$ cat config.mk
export PLATFORM = sky130hd
export DESIGN_NAME = shared_reg_arbiter
export DESIGN_NICKNAME = d
export VERILOG_FILES = /design/src/rtl/shared_reg_arb_pkg.sv /design/src/rtl/shared_reg_arbiter_dff_en_vec.sv /design/src/rtl/shared_reg_arbiter.sv
export SDC_FILE = /design/constraint.sdc
export NUM_CORES = 1
export LEC_CHECK = 0
export ABC_AREA = 1
export CAP_MARGIN = 20
export CORE_MARGIN = 2
export CORE_UTILIZATION = 43
export DETAILED_ROUTE_END_ITERATION = 6
export PLACE_DENSITY = 0.79
export REMOVE_ABC_BUFFERS = 1
export SYNTH_ARGS = -nofsm -noshare
export SYNTH_HDL_FRONTEND = slang
export SYNTH_SLANG_ARGS = --single-unit
export TNS_END_PERCENT = 100
$ cat constraint.sdc
create_clock -name clk -period 2.1 [get_ports clk]
set_input_delay 0.315 -clock clk [delete_from_list [all_inputs] [get_ports clk]]
set_output_delay 0.315 -clock clk [all_outputs]
set_load 0.005 [all_outputs]
$ cat src/rtl/shared_reg_arb_pkg.sv
// shared_reg_arb_pkg: FSM state encoding and round-robin pick helper for shared_reg_arbiter
package shared_reg_arb_pkg;

  typedef enum logic [1:0] {
    IDLE  = 2'b00,
    WRITE = 2'b01,
    ACK   = 2'b10
  } state_e;

  localparam int MAX_N = 16;

  // Scanning downward leaves the lowest offset from ptr as the final winner.
  function automatic logic [3:0] rr_pick(input logic [MAX_N-1:0] req, input logic [3:0] ptr, input int n);
    logic [3:0] w;
    int i;
    w = ptr;
    for (int k = n - 1; k >= 0; k--) begin
      i = int'(ptr) + k;
      if (i >= n) i = i - n;
      if (req[i]) w = i[3:0];
    end
    return w;
  endfunction

endpackage

$ cat src/rtl/shared_reg_arbiter_dff_en_vec.sv
// dff_en_vec: W-bit enabled flop bank with asynchronous active-low reset to zero
module dff_en_vec #(
  parameter int W = 8
) (
  input  logic         clk,
  input  logic         rst,
  input  logic         en,
  input  logic [W-1:0] d,
  output logic [W-1:0] q
);

  always_ff @(posedge clk or negedge rst) begin
    if (!rst) q <= '0;
    else if (en) q <= d;
  end

endmodule

$ cat src/rtl/shared_reg_arbiter.sv
// shared_reg_arbiter: round-robin owner of one shared W-bit register, one write per grant.
// Optional SHARED_REG_LOCK_EN adds a lock input letting the current owner keep the register.
module shared_reg_arbiter
  import shared_reg_arb_pkg::*;
#(
  parameter int N = 4,
  parameter int W = 8
) (
  input  logic           clk,
  input  logic           rst,
  input  logic [N-1:0]   req,
  input  logic [N*W-1:0] wdata,
`ifdef SHARED_REG_LOCK_EN
  input  logic [N-1:0]   lock,
`endif
  output logic [N-1:0]   gnt,
  output logic [N-1:0]   ack,
  output logic           busy,
  output logic [W-1:0]   q
);

  localparam int PTR_W = $clog2(N);

  state_e           state_q;
  logic [PTR_W-1:0] ptr_q, idx_q, win, pick, nxt_ptr;
  logic [N-1:0]     gnt_q, ack_q;
  logic             busy_q, en, adv;
  logic [W-1:0]     d;

  assign win     = PTR_W'(rr_pick(MAX_N'(req), 4'(ptr_q), N));
  assign nxt_ptr = (int'(idx_q) == N - 1) ? '0 : idx_q + PTR_W'(1);
  assign en      = state_q == WRITE;
  assign d       = wdata[idx_q*W +: W];

`ifdef SHARED_REG_LOCK_EN
  logic lock_own_q, hold;
  assign hold = lock_own_q && req[idx_q];
  assign pick = hold ? idx_q : win;
  assign adv  = !lock[idx_q];
  always_ff @(posedge clk or negedge rst) begin
    if (!rst) lock_own_q <= 1'b0;
    else if (state_q == IDLE) lock_own_q <= hold;
    else if (state_q == ACK) lock_own_q <= lock[idx_q];
  end
`else
  assign pick = win;
  assign adv  = 1'b1;
`endif

  always_ff @(posedge clk or negedge rst) begin
    if (!rst) begin
      state_q <= IDLE;
      ptr_q   <= '0;
      idx_q   <= '0;
      gnt_q   <= '0;
      ack_q   <= '0;
      busy_q  <= 1'b0;
    end else begin
      case (state_q)
        IDLE: if (req != '0) begin
          state_q <= WRITE;
          idx_q   <= pick;
          gnt_q   <= N'(1) << pick;
          busy_q  <= 1'b1;
        end
        WRITE: begin
          state_q <= ACK;
          ack_q   <= N'(1) << idx_q;
        end
        ACK: begin
          state_q <= IDLE;
          if (adv) ptr_q <= nxt_ptr;
          gnt_q   <= '0;
          ack_q   <= '0;
          busy_q  <= 1'b0;
        end
        default: begin
          state_q <= IDLE;
          gnt_q   <= '0;
          ack_q   <= '0;
          busy_q  <= 1'b0;
        end
      endcase
    end
  end

  dff_en_vec #(.W(W)) u_reg (
    .clk (clk),
    .rst (rst),
    .en  (en),
    .d   (d),
    .q   (q)
  );

  assign gnt  = gnt_q;
  assign ack  = ack_q;
  assign busy = busy_q;

endmodule
# After elaboration in Yosys (flattened, before gate mapping)
# Index checks and enable logic that the tools add are counted.
[word_totals] reg_bits=23 out_inout_bits=17 in_bits=38 word_cells=63
[classes] n_eq_ne=4 shift=3 n_bitwise=1 order_cmp=8 add_sub_neg=8 n_mux=28 reduce_logical=4
[ops] op="32-bit by 6-bit less-than comparator with 1-bit output, second input constant" n=4
[ops] op="32-bit two-way mux" n=4
[ops] op="32-bit by 6-bit variable part select with 8-bit output" n=1
[ops] op="1-bit binary-select mux with 4-bit select" n=4
[ops] op="4-bit one-hot mux with 2 select lines" n=2
[ops] op="2-bit two-way mux" n=6
[ops] op="3-bit by 3-bit subtractor with 4-bit output, second input constant" n=3
[ops] op="3-bit >= comparator, second input constant" n=3
[ops] op="1-bit two-way mux" n=9
[ops] op="1-bit by 2-bit << shifter with 4-bit output, first input constant" n=2
[ops] op="2-bit by 2-bit adder with 3-bit output, second input constant" n=2
[ops] op="2-bit by 1-bit == test with 1-bit output, second input constant" n=2
[ops] op="4-bit two-way mux" n=1
[ops] op="2-bit one-hot mux with 2 select lines" n=1
[ops] op="2-bit AND reduction" n=2
[ops] op="4-bit nonzero test" n=1
[ops] op="2-bit by 3-bit subtractor with 4-bit output, second input constant" n=1
[ops] op="2-bit by 1-bit adder with 3-bit output, second input constant" n=1
[ops] op="2-bit by 3-bit >= comparator with 1-bit output, second input constant" n=1
[ops] op="2-bit by 1-bit adder with 2-bit output, second input constant" n=1
[ops] op="2-bit == test, second input constant" n=1
[ops] op="2-bit logical NOT" n=1
[ops] op="2-bit != test, second input constant" n=1
[ops] op="1-bit one-hot mux with 2 select lines" n=1
[ops] op="1-bit NOT" n=1

# Longest topological paths before layout
[depth] ltp_word=13 depth_mapped=14 mapped_depth_nobuf=14

# Hierarchy
# From an unflattened synthesis, not the netlist that was laid out.
[unflattened] cells_unflattened=202 hier_area_um2=1431.4
[modules_own_cells] mod="shared_reg_arbiter" area_each_um2=1126.1 seq_area_each_um2=375.4 n_inst=1 cells_each=168
[modules_own_cells] mod="dff_en_vec" area_each_um2=305.3 seq_area_each_um2=200.2 n_inst=1 cells_each=34

# Worst setup path after synthesis
# Ideal clock, no wire load.
[synth_timing] kind="reg2reg" startpoint="register ptr_q[0]" endpoint="register idx_q[0]" period_less_slack_ns=1.758 required_time_ns=1.964 arrival_ns=1.622 stages_incl_launch_ff=14 setup_slack_ns=0.342 path_cell_list="dfrtp_1 inv_2 ha_1 inv_1 nand3_1 inv_1 nor2_1 nand2_1 nand2_1 nand2_1 nand2_1 nand2_1 nor2_2 a21oi_1"
[synth_between] elab_chain_len=10 elab_cells_between_ends=31 cone_classes="add/sub (7); order compare (4); mux (20)"
[synth_lines] element="from (decl)" line_no="shared_reg_arbiter.sv:25" source="logic [PTR_W-1:0] ptr_q, idx_q, win, pick, nxt_ptr;"
[synth_lines] element="from (signal assigned)" line_no="shared_reg_arbiter.sv:72" source="if (adv) ptr_q <= nxt_ptr;"
[synth_lines] element="2-bit by 2-bit adder with 3-bit output" line_no="shared_reg_arb_pkg.sv:18" source="i = int'(ptr) + k;"
[synth_lines] element="3-bit by 3-bit subtractor with 4-bit output / 3-bit >= comparator (equally long branches)" line_no="shared_reg_arb_pkg.sv:19" source="if (i >= n) i = i - n;"
[synth_lines] element="32-bit two-way mux" line_no="shared_reg_arb_pkg.sv:19"
[synth_lines] element="1-bit binary-select mux with 4-bit select" line_no="shared_reg_arb_pkg.sv:20" source="if (req[i]) w = i[3:0];"
[synth_lines] element="1-bit two-way mux (not written as such) (2 in series)" line_no="shared_reg_arb_pkg.sv:20"
[synth_lines] element="2-bit two-way mux (3 in series)" line_no="shared_reg_arb_pkg.sv:20"
[synth_lines] element="2-bit two-way mux (*)" line_no="shared_reg_arb_pkg.sv:20"
[synth_lines] element="to (signal assigned)" line_no="shared_reg_arbiter.sv:62" source="idx_q <= pick;"
[synth_lines] element="to (decl)" line_no="shared_reg_arbiter.sv:25"
# Every way passes the cells marked *; elsewhere a longest branch is shown, timed or not. The select of a mux whose other input is x is not followed.
# A chain may end at the register's enable or synchronous reset.

# Worst setup path after layout
[layout_timing] startpoint="register ptr_q[1]" endpoint="register idx_q[0]"
# Same word-level chain as after synthesis.

==> impl_results.md <==
- Share of cells above drive strength 1: 9.45%
- Area Overhead vs Synth: 46.2%
- Fillcell total: approximately 280
- Critical Path RT: 2.29 ns
- Max Cap Viol: 0
- Clock tree buffer depth: 2
- Part of the cycle the worst path needs: between 80 and 90%
- WL final: around 3.6 mm
- Synth Cell Area: around 1400 um2
- Mux contribution to synthesized area: 0%
- Yosys cell types: 22
- Synth Area per Inst: around 7.3 um2
- Min Tclk post-route: about 1.8 ns
- Highest clock rate: 541 MHz
- Clock sinks: 23
- Global Route Usage Sum: 19.5%
- DP Wirelength: between 2 and 3 mm
- Final-stage net count: about 300
- CP Capture Type: flop
- P_leak: between 0.9 and 1 nW
- Hold Path Class: in -> async
- Number of I/O port buffers: 54
- Compound-Gate Fraction of Synth Area: between 15 and 20%
- Core ar.: ~3100 um2
- WP data arrival: approximately 2 ns
- CTS Buf Count: 3
- Slowest-stage cell, CP: dfrtp_2
- Sum of negative setup slack: 0 ns
- Crit path cell chain: inv_1 > ha_1 > inv_1 > nand3_1 > inv_1 > nor2_1 > nand2_1 > nand2_1 > nand2_1 > nand2_1 > nand2_1 > nor2_2 > a21oi_1
- Worst Skew: about 0.004 ns
- Initial antenna violation count: 0
- Vias per std cell: approximately 4.8
- Sequential fraction of the synthesis area: about two fifths
- Grt total ovfl: 0
- Antenna-violating nets left: 0
- Die X: between 60 and 70 um
- Synth Area in Simple Gates: slightly below 30%
- Clk pin slew, worst setup/hold paths: 0.12 ns
- Worst-Margin Slew: between 0.5 and 0.6 ns
- Htree depth: 1
- CP Class: reg -> reg
- Die area: roughly 3800 um2
- Die Ht: ~62 um
- Residual DRC: 0
- Global-route wire length before repair: 5.46 mm
- Routability cong.: around 0.83
- IO Count: 55
- Ant. Diodes: 0
- Starting DRT DRC Count: 47
- Relative slew slack: roughly two thirds
- DR pass1 iterations: 4
- Finished Core Util: ~67%
- Final Hold Violating Endpoints: 0
- FP Rows: 20
- Largest family of logic cells by synthesized area: simple AND/OR/NAND/NOR gates
- Number of global-route vias before repair: ~1.3k
- Yosys warns: 0
- RSZ-0062 raised after global routing: false
- Worst path most repeated cell: nand2_1
- Slew Viols, Final: 0
- PwrDens: between 1000 and 1500 nW/um2
- Worst-skew pair later-pin latency: a little over 0.3 ns
- Adder-cell share of the synthesized area: between 7 and 8%
- Crit start category: flop
- CTS tree: done
- Synth Area in XOR/XNOR: 0%
- Pin count of the biggest net entering global routing: 24
- Post-Syn Instances: 194
- Run status: complete, no violations
- FF+latch count, synth: 23
- Total number of vias: approximately 1.4k
- Root buffer cell: clkbuf_4
- Largest fanout on the critical path: 6
- Final setup fails: 0
- Post-CTS Hold Fix Bufs: 0
- Crit-path max cell delay: 0.44 ns
- Initial Util: 45.9%
- VDD IR-drop max: about 690 uV
- WL per Instance: roughly 12 um
final timing paths:
kind	start	endpoint	slack [ns]	cells after the start
hold / removal	rst	u_reg.q[2]$_DFFE_PN0P_	0.34	2
hold reg to reg	busy$_DFFE_PN0P_	busy$_DFFE_PN0P_	0.51	2
max in group asynchronous	rst	ptr_q[1]$_DFFE_PN0N_	1.52	2
min in group clk	busy$_DFFE_PN0P_	busy$_DFFE_PN0P_	0.51	2
setup / recovery	ptr_q[1]$_DFFE_PN0N_	idx_q[0]$_DFFE_PN0P_	0.25	13
setup reg to reg	ptr_q[1]$_DFFE_PN0N_	idx_q[0]$_DFFE_PN0P_	0.25	13
where the power goes:
group / switching, mW / leakage [nW] / internal (mW)
registers: 0.112 / 0.280 / 0.645
logic: 1.02 / 0.695 / 0.829
clock network: 0.131 / 0.0150 / 0.0743
sequential cells by signal, summed over array words and instances (netlist names):
register	count
ptr_q	2
ack	4
u_reg.q	8
gnt	4
busy	1
idx_q	2
state_q	2
cell type report:
class	count	area (um2)	area share (%)
Sequential cell	23	577	27.7
Multi-Input combinational cell	147	756	36.3
Inverter	18	67.6	3.25
Clock buffer	4	26.3	1.26
Timing Repair Buffer	62	601	28.8
Tap cell	44	55.1	2.64
stage by stage:
stage	std cells	hold WS, ns	setup WS, ns	area, um2	total power, mW
3_5_place_dp	293	0.468	0.183	2050	2.60
4_1_cts	297	0.335	0.163	2070	2.82
6_report	298	0.335	0.251	2080	2.81
5_1_grt	298	0.353	0.0247	2080	3.10
3_3_place_gp	293	0.467	0.282	2050	2.55
2_1_floorplan	188	0.0194	0.340	1400	1.88
cell families after synthesis:
group,Yosys count
AO/OA/AOI/OAI,37
adder cells (fa/ha/maj),9
buffers and inverters,24
flip-flops,23
AND/OR/NAND/NOR,101
placed cells by master (no fill, tap or decap):
cell type | Yosys | layout
buf_4 | 0 | 8
nand2_1 | 36 | 36
nor2_2 | 1 | 1
ha_1 | 9 | 9
a31oi_1 | 8 | 8
clkinv_1 | 1 | 1
o31ai_1 | 1 | 1
a22o_1 | 4 | 4
clkbuf_4 | 0 | 3
nand2_2 | 5 | 5
inv_2 | 3 | 3
o21ai_0 | 17 | 17
clkdlybuf4s50_1 | 0 | 54
nand4_1 | 1 | 1
inv_1 | 14 | 14
nand3_2 | 2 | 2
dfrtp_2 | 0 | 1
a21boi_1 | 1 | 1
clkbuf_1 | 4 | 1
o21ai_1 | 1 | 1
o211ai_2 | 1 | 1
nor2_1 | 47 | 47
a21oi_1 | 4 | 4
dfrtp_1 | 23 | 22
nand3_1 | 9 | 9
cells in the mapped netlist, drive strengths merged:
cell / instances / area share, %
inv: 17 / 4.5
dfrtp: 23 / 40
o21ai: 18 / 6.3
nor2: 48 / 13
a31oi: 8 / 3.5
a22o: 4 / 2.5
nand4: 1 / 0.44
clkinv: 1 / 0.26
clkbuf: 4 / 1.1
ha: 9 / 7.9
buf: 2 / 0.70
nand2: 41 / 12
a21boi: 1 / 0.53
o211ai: 1 / 0.88
a21oi: 4 / 1.4
o31ai: 1 / 0.53
nand3: 11 / 4.6
critical path, delay by kind of cell (launching register included):
family | cells | cell delay (ns)
compound gates | 1 | 0.06
buf+inv | 3 | 0.23
fa+ha+maj | 1 | 0.35
flops | 1 | 0.44
simple gates | 8 | 0.64
routing by layer:
layer / wire length, um / track usage (%)
met5: 0 / 0
met3: 127 / 3.99
met1: 1680 / 26.7
met4: 24 / 4.56
met2: 1760 / 31.7
timing repair:
action | in CTS | in global routing
buffers inserted | 0 | 1
resized for setup | 0 | 1
endpoints found under the setup margin | 0 | 5
Power figures use the tool's default switching activity.
